--- config.mk ---
export PLATFORM = sky130hd
export DESIGN_NAME = sqrt_sequencer
export DESIGN_NICKNAME = d
export VERILOG_FILES = /design/src/rtl/sqrt_pkg.sv /design/src/rtl/sqrt_iter_counter.sv /design/src/rtl/sqrt_sequencer.sv
export SDC_FILE = /design/constraint.sdc
export NUM_CORES = 1
export LEC_CHECK = 0
export BUFFER_PORTS_ARGS = -buffer_cell sky130_fd_sc_hd__buf_2
export CAP_MARGIN = 20
export CELL_PAD_IN_SITES_DETAIL_PLACEMENT = 1
export CELL_PAD_IN_SITES_GLOBAL_PLACEMENT = 2
export CORE_MARGIN = 4
export CORE_UTILIZATION = 29
export CTS_BUF_LIST = sky130_fd_sc_hd__clkbuf_8
export CTS_CLUSTER_SIZE = 12
export DETAILED_ROUTE_END_ITERATION = 8
export GPL_TIMING_DRIVEN = 0
export PLACE_DENSITY = 0.79
export SETUP_SLACK_MARGIN = 0.02
export SLEW_MARGIN = 20
export SYNTH_ARGS = -nofsm -noshare
export SYNTH_HDL_FRONTEND = slang
export SYNTH_SLANG_ARGS = --single-unit
--- constraint.sdc ---
create_clock -name clk -period 1.5 [get_ports clk]
set_input_delay 0.15 -clock clk [delete_from_list [all_inputs] [get_ports clk]]
set_output_delay 0.15 -clock clk [all_outputs]
set_load 0.01 [all_outputs]
--- src/rtl/sqrt_pkg.sv ---
// sqrt_pkg
// Shared definitions for the double-precision square-root control path:
// sequencer state encoding, result-select codes, operand-class flag bit
// positions, default iteration parameters and the special-operand classifier.
// No ports (package).

package sqrt_pkg;

  // Sequencer states, in the order an operation visits them.
  typedef enum logic [2:0] {
    IDLE  = 3'd0,
    WRAP  = 3'd1,
    LOAD  = 3'd2,
    ITER  = 3'd3,
    ROUND = 3'd4,
    DONE  = 3'd5
  } state_e;

  // Result select codes steering the output mux in the datapath.
  localparam logic [1:0] SEL_NORM = 2'b00;
  localparam logic [1:0] SEL_ZERO = 2'b01;
  localparam logic [1:0] SEL_INF  = 2'b10;
  localparam logic [1:0] SEL_NAN  = 2'b11;

  // Bit positions inside the in_flags operand-class vector.
  localparam int FLAG_ZERO = 0;
  localparam int FLAG_INF  = 1;
  localparam int FLAG_NAN  = 2;

  // One root bit per iteration: 106-bit mantissa path / 2.
  localparam int DEFAULT_ITERS = 53;
  localparam int DEFAULT_CNT_W = 6;

  typedef struct packed {
    logic       invalid;
    logic [1:0] sel;
  } class_t;

  // Classify an operand into its result select and invalid flag.
  // NaN propagates quietly; any negative non-zero (including -inf) is an
  // invalid operation; zero keeps its sign in the datapath; +inf returns inf.
  function automatic class_t classify(input logic sign, input logic [2:0] flags);
    class_t c;
    c.invalid = 1'b0;
    c.sel     = SEL_NORM;
    if (flags[FLAG_NAN]) begin
      c.sel = SEL_NAN;
    end else if (sign && !flags[FLAG_ZERO]) begin
      c.sel     = SEL_NAN;
      c.invalid = 1'b1;
    end else if (flags[FLAG_ZERO]) begin
      c.sel = SEL_ZERO;
    end else if (flags[FLAG_INF]) begin
      c.sel = SEL_INF;
    end
    return c;
  endfunction

endpackage

--- src/rtl/sqrt_iter_counter.sv ---
// sqrt_iter_counter
// Iteration index for the root core. Cleared when the core is loaded and
// advanced once per core step; flags the last iteration.
// Ports:
//   clk, rst  - clock, synchronous active-high reset
//   clr       - force the count to zero (has priority over en)
//   en        - increment the count
//   cnt       - current iteration index
//   tc        - high while cnt == ITERS-1

module sqrt_iter_counter
  import sqrt_pkg::*;
#(
  parameter int ITERS = DEFAULT_ITERS,
  parameter int CNT_W = DEFAULT_CNT_W
) (
  input  logic             clk,
  input  logic             rst,
  input  logic             clr,
  input  logic             en,
  output logic [CNT_W-1:0] cnt,
  output logic             tc
);

  logic [CNT_W-1:0] cnt_q;
  logic [CNT_W-1:0] cnt_d;

  // Next count: clear wins over increment so a load always restarts at 0.
  always_comb begin
    cnt_d = cnt_q;
    if (clr) begin
      cnt_d = '0;
    end else if (en) begin
      cnt_d = cnt_q + CNT_W'(1);
    end
  end

  // Count register.
  always_ff @(posedge clk) begin
    if (rst) begin
      cnt_q <= '0;
    end else begin
      cnt_q <= cnt_d;
    end
  end

  assign cnt = cnt_q;
  assign tc  = (cnt_q == CNT_W'(ITERS - 1));

endmodule

--- src/rtl/sqrt_sequencer.sv ---
// sqrt_sequencer
// Control unit for the double-precision square-root path: classifies the
// operand at request time, starts the input wrapper, waits for its hand-off,
// loads and steps the iterative root core ITERS times, loads the rounding
// register and pulses ready. abort flushes the current operation.
// Configuration macro: SQRT_SPECIAL_BYPASS_EN - when defined, special
// operands (out_sel != 00) go straight from IDLE to DONE.
// Ports:
//   clk, rst    - clock, synchronous active-high reset
//   start       - request pulse, sampled only in IDLE
//   sign        - operand sign
//   in_flags    - operand class [0] zero, [1] inf, [2] NaN
//   abort       - flush the current operation
//   wrap_done   - input wrapper hand-off
//   wrap_start  - one-cycle start pulse to the input wrapper
//   core_ld     - load root core from wrapper outputs
//   core_step   - advance root core one iteration
//   iter_cnt    - current iteration index
//   round_ld    - load rounding/output register
//   out_sel     - result select (00 normal, 01 zero, 10 inf, 11 NaN)
//   invalid     - IEEE invalid-operation flag for this result
//   busy        - high in every state except IDLE
//   ready       - one-cycle result-valid pulse

module sqrt_sequencer
  import sqrt_pkg::*;
#(
  parameter int ITERS = DEFAULT_ITERS,
  parameter int CNT_W = DEFAULT_CNT_W
) (
  input  logic             clk,
  input  logic             rst,
  input  logic             start,
  input  logic             sign,
  input  logic [2:0]       in_flags,
  input  logic             abort,
  input  logic             wrap_done,
  output logic             wrap_start,
  output logic             core_ld,
  output logic             core_step,
  output logic [CNT_W-1:0] iter_cnt,
  output logic             round_ld,
  output logic [1:0]       out_sel,
  output logic             invalid,
  output logic             busy,
  output logic             ready
);

  state_e     state_q, state_d;
  logic [1:0] out_sel_q, out_sel_d;
  logic       invalid_q, invalid_d;
  logic       wrap_first_q, wrap_first_d;
  logic       last_iter;
  class_t     cls;

  // Iteration counter: restarts in LOAD, counts every ITER cycle.
  sqrt_iter_counter #(
    .ITERS (ITERS),
    .CNT_W (CNT_W)
  ) u_iter_counter (
    .clk (clk),
    .rst (rst),
    .clr (state_q == LOAD),
    .en  (state_q == ITER),
    .cnt (iter_cnt),
    .tc  (last_iter)
  );

  assign cls = classify(sign, in_flags);

  // Next-state logic. The classification is captured only when a request
  // is accepted, so it stays stable across the whole operation and after
  // an abort. abort overrides every transition out of a busy state.
  always_comb begin
    state_d   = state_q;
    out_sel_d = out_sel_q;
    invalid_d = invalid_q;
    unique case (state_q)
      IDLE: begin
        if (start) begin
          out_sel_d = cls.sel;
          invalid_d = cls.invalid;
`ifdef SQRT_SPECIAL_BYPASS_EN
          state_d   = (cls.sel != SEL_NORM) ? DONE : WRAP;
`else
          state_d   = WRAP;
`endif
        end
      end
      WRAP:    if (wrap_done) state_d = LOAD;
      LOAD:    state_d = ITER;
      ITER:    if (last_iter) state_d = ROUND;
      ROUND:   state_d = DONE;
      DONE:    state_d = IDLE;
      default: state_d = IDLE;
    endcase
    if (abort && (state_q != IDLE)) begin
      state_d = IDLE;
    end
    // WRAP is only ever entered from IDLE, so this marks its first cycle.
    wrap_first_d = (state_q == IDLE) && (state_d == WRAP);
  end

  // State and result-classification registers.
  always_ff @(posedge clk) begin
    if (rst) begin
      state_q      <= IDLE;
      out_sel_q    <= SEL_NORM;
      invalid_q    <= 1'b0;
      wrap_first_q <= 1'b0;
    end else begin
      state_q      <= state_d;
      out_sel_q    <= out_sel_d;
      invalid_q    <= invalid_d;
      wrap_first_q <= wrap_first_d;
    end
  end

  // All outputs decode registered state only.
  assign wrap_start = (state_q == WRAP) && wrap_first_q;
  assign core_ld    = (state_q == LOAD);
  assign core_step  = (state_q == ITER);
  assign round_ld   = (state_q == ROUND);
  assign ready      = (state_q == DONE);
  assign busy       = (state_q != IDLE);
  assign out_sel    = out_sel_q;
  assign invalid    = invalid_q;

endmodule

After elaboration in Yosys (flattened, before gate mapping)
Cells that the tools add are included.

cells by class
  add/sub/neg operators = 1
  equal/unequal tests = 7
  multiplexer cells = 11
  reductions and logical operators = 9

operators by type and width
  kind                                                                    number
  3-bit case mux with 5 select lines                                      1
  3-bit 2-to-1 mux                                                        4
  2-bit 2-to-1 mux                                                        4
  6-bit by 1-bit adder with 6-bit output (second input constant)          1
  3-bit by 1-bit equality test with 1-bit output (second input constant)  2
  3-bit by 2-bit equality test with 1-bit output (second input constant)  2
  3-bit equality test (second input constant)                             2
  6-bit equality test (second input constant)                             1
  1-bit logical AND                                                       4
  3-bit zero test                                                         1
  3-bit nonzero test                                                      1
  1-bit 2-to-1 mux                                                        2
  2-bit AND reduction                                                     1
  2-bit OR reduction                                                      1
  1-bit zero test                                                         1

storage, ports and cells
  register bits after elaboration = 13
  input bits = 9
  output and inout port bits = 15

Logic depth before layout (Yosys ltp)
  depth in word-level cells = 6
  depth in mapped cells = 5
  gate-level depth less buffers = 5

By module
Synthesis repeated with hierarchy kept, for this count alone.

unflattened totals
  cell total of the unflattened synthesis = 73
  area total of the unflattened synthesis = 674.4 um^2

by module, submodules not included
  module             instances  cells each  area an instance (um^2)  sequential area each (um^2)
  sqrt_sequencer     1          42          391.6                    140.1
  sqrt_iter_counter  1          31          282.8                    120.1

Worst setup path before layout
OpenSTA, ideal clock, no wires.

  path kind = register to register
  start = register u_iter_counter.cnt_q[0], in the netlist u_iter_counter.cnt[0]
  end = register state_q[0]
  library setup time = 0.091 ns
  arrival time = 1.245 ns
  data required time = 1.409 ns
  setup slack = 0.164 ns
  stages on the path, launching flop included = 6
  period minus slack after synthesis = 1.336 ns
  cells stage by stage = dfxtp_1 inv_1 ha_1 and4b_1 a21o_1 a311oi_1

between the ends
  longest elaborated chain between the ends = 4

ends and longest elaborated chain
  what                                line                     source
  start: declaration                  sqrt_iter_counter.sv:25  logic [CNT_W-1:0] cnt_q;
  start signal: assignment            sqrt_iter_counter.sv:43  cnt_q <= cnt_d;
  6-bit equality test                 sqrt_iter_counter.sv:48  assign tc = (cnt_q == CNT_W'(ITERS - 1));
  3-bit 2-to-1 mux                    sqrt_sequencer.sv:92     ITER: if (last_iter) state_d = ROUND;
  3-bit case mux with 5 select lines  sqrt_sequencer.sv:78     unique case (state_q)
  3-bit 2-to-1 mux                    sqrt_sequencer.sv:97     if (abort && (state_q != IDLE)) begin
  end signal: assignment              sqrt_sequencer.sv:112    state_q <= state_d;
  end: declaration                    sqrt_sequencer.sv:49     state_e state_q, state_d;

Every way passes these cells.
A chain may end at the register's enable or synchronous reset.

Worst setup path in the final report
  start = register state_q[0]
  end = output core_ld

between the ends
  longest elaborated chain between the ends = 1

ends and longest elaborated chain
  what                                            line                   source
  3-bit by 2-bit equality test with 1-bit output  sqrt_sequencer.sv:121  assign core_ld = (state_q == LOAD);
  end: declaration                                sqrt_sequencer.sv:39   output logic core_ld,

Every way passes these cells.

==> out/metrics.csv <==
metric;value;unit
core area;2280;um^2
Static Leak;0.471;nW
Critical Path Sink Type;primary output;
Worst-path clk slew;0.06;ns
maximum clock rate;0.696;GHz
# port buffers;22;
Antenna diodes;0;
area growth from synthesis to layout;34.2;%
post-synthesis sequential area ratio;36.3;%
DIE HEIGHT;57.7;um
Post-Place Cells;130;
CTS tree;built;
Die X;57.7;um
EDFF count, synth;0;
Slew @ Worst Pin;0.518;ns
initial antenna violation count;0;
skew final;0.00356;ns
Synth Register Bits;13;
Root Driver;clkbuf_8;
worst-skew pair later-pin latency;0.24;ns
number of buffers created by CTS;3;
Non-Filler Instances;138;
antenna viol nets, final;0;
largest family of logic cells by synthesized area;simple AND/OR/NAND/NOR gates;
share of layout cells above drive strength 1;40.0;%
Final Hold Slack;0.102;ns
Slew Limit Fails;0;
CP arrival;1.29;ns
Peak VDD IR;0.538;mV
clock sink count;13;
Synth Area in Adders;5.06;%
CP cell instances;buf_6 -> or3b_4 -> inv_2 -> buf_2;
vias in the first global route;663;
wire length per cell;14.0;um
max incr delay on CP;0.39;ns
Synth Area in Simple Gates;30.7;%
FILL cells;275;
row count;17;
Crit Path Category;reg2out;
CTS Hold Bufs;0;
Post-DP Area;862;um^2
clock buffer depth;2;
# DRC;0;
Post-Synth XOR/XNOR Area;2.44;%
vias;719;
DRT Wirelength;1.93;mm
first drt pass iteration count;4;
H-tree Lvls;1;
Layout Nets;122;
Synth Area per Inst;8.96;um^2
Final period util;95.7;%
synth unique cells;40;
status;finished, final reports clean;
Cell Area, Synth;717;um^2
Synth Area in Compound Gates;19.4;%
DP Wirelength;1.41;mm
Fin. Hold Viols;0;
Critical-path top delay cell;or3b_4;
hold crit path type;in2reg;
Yosys warnings;0;
GPL Wtd Cong;0.723;
die area;3330;um^2
mux contribution to synthesized area;0;%
DR vias/cell;5.21;
startpoint class of the critical path;flop;
global-route wire length before repair;2.99;mm
fin area;962;um^2
WP data required;1.35;ns
Mapped Nets;91;
power density cells;916;nW/um^2
Final min period;1.44;ns
IO Pins;24;
Power Total;0.882;mW
crit path max fanout;9;
total gr overflow;0;
largest net degree at the start of global routing;11;
worst relative slew slack;65.4;%
initial DRC count;4;
Async S/R FF share, synth;0;%
all-layer global routing usage;11.8;%
final setup fails;0;
initial core utilization;31.5;%
Maximum Capacitance Violations;0;
Gate Count Post-Synth;80;
Top FF cell, synth;dfxtp_1;
RSZ-0062 raised after global routing;true;
placed cells by master (no fill, tap or decap), types with 2 or more instances in the layout:
cell,netlist,routed
nor2_1,5,5
or3_1,2,2
nor2b_1,2,2
ha_1,2,2
o31ai_1,2,2
a311oi_1,2,2
buf_4,1,5
nand3_1,2,2
a21oi_1,5,5
dfxtp_2,0,4
nor3_1,3,3
nand2_1,5,5
inv_1,6,6
o21bai_1,3,3
buf_2,1,22
clkbuf_8,0,3
dfxtp_1,13,8
what timing repair did:
item	CTS	global route
pin swaps	0	1
endpoints found under the hold margin	0	0
setup buffers	0	4
gates resized for setup	4	10
setup endpoints to repair	2	7
metal layers:
metal  routed length, um  up-vias  global-route usage, %
li1                    -      353                      -
met1                 920      343                   14.4
met2                 865       18                   17.9
met3                  95        5                   3.79
met4                  44        0                   6.95
met5                   0        -                      0
through the flow:
| step | setup TNS, ns | setup slack, ns | util, % |
|---|---|---|---|
| floorplan | 0 | 0.164 | - |
| global placement | 0 | 0.0701 | 37.9 |
| detailed placement | 0 | 0.0504 | 37.9 |
| CTS | 0 | 0.0161 | 40.4 |
| global route | -0.00497 | -0.00497 | 42.3 |
| finish | 0 | 0.0641 | 42.3 |
cells by family (layout without fill, tap and decap cells):
family                   count (synthesis)  count (layout)
XOR/XNOR                                 2               2
AND/OR/NAND/NOR                         33              33
adder cells (fa/ha/maj)                  3               3
buffers and inverters                   10              40
AO/OA/AOI/OAI                           19              19
flip-flops                              13              13
final timing paths:
path	startpoint	end	slack (ns)	cells past startpoint
max	state_q[0]	core_ld	0.06	4
min	abort	state_q[2]	0.10	2
max reg2reg	u_iter_counter.cnt[0]	state_q[0]	0.11	5
min reg2reg	invalid	invalid	0.48	2
report_power, final:
| part | total [mW] | leakage (nW) | internal, mW | switching, mW |
|---|---|---|---|---|
| clock network | 0.312 | 0.0269 | 0.181 | 0.132 |
| registers | 0.384 | 0.108 | 0.367 | 0.0167 |
| logic | 0.185 | 0.335 | 0.0939 | 0.0912 |
| total | 0.882 | 0.471 | 0.642 | 0.239 |
area by class of cell:
type | instances | area, um^2 | area share (%)
Multi-Input combinational cell | 57 | 420 | 43.7
Sequential cell | 13 | 269 | 28.0
Timing Repair Buffer | 26 | 140 | 14.6
Clock buffer | 3 | 41.3 | 4.29
Tap cell | 28 | 35.0 | 3.64
Buffer | 4 | 30.0 | 3.12
Inverter | 6 | 22.5 | 2.34
Clock inverter | 1 | 3.75 | 0.390
registers in the layout (all words and copies together) (netlist names):
register and flops:
u_iter_counter.cnt 6, state_q 3, out_sel 2, invalid 1, wrap_first_q 1
worst max-delay path, delay by kind of cell, from the launching register on:
kind / cells / cell delay [ns]
flip-flops: 1 / 0.36
AND/OR/NAND/NOR: 1 / 0.39
buffers and inverters: 3 / 0.29
cell usage after synthesis (2+ instances only):
cell type,n,share of area (%)
dfxtp_1,13,36
inv_1,6,3.1
a21oi_1,5,3.5
nand2_1,5,2.6
nor2_1,5,2.6
nor3_1,3,2.1
o21bai_1,3,3.1
a311oi_1,2,2.4
ha_1,2,3.5
nand3_1,2,1.4
nor2b_1,2,1.7
nor3b_1,2,2.1
o31ai_1,2,2.1
or3_1,2,1.7
Power figures use the tool's default switching activity.
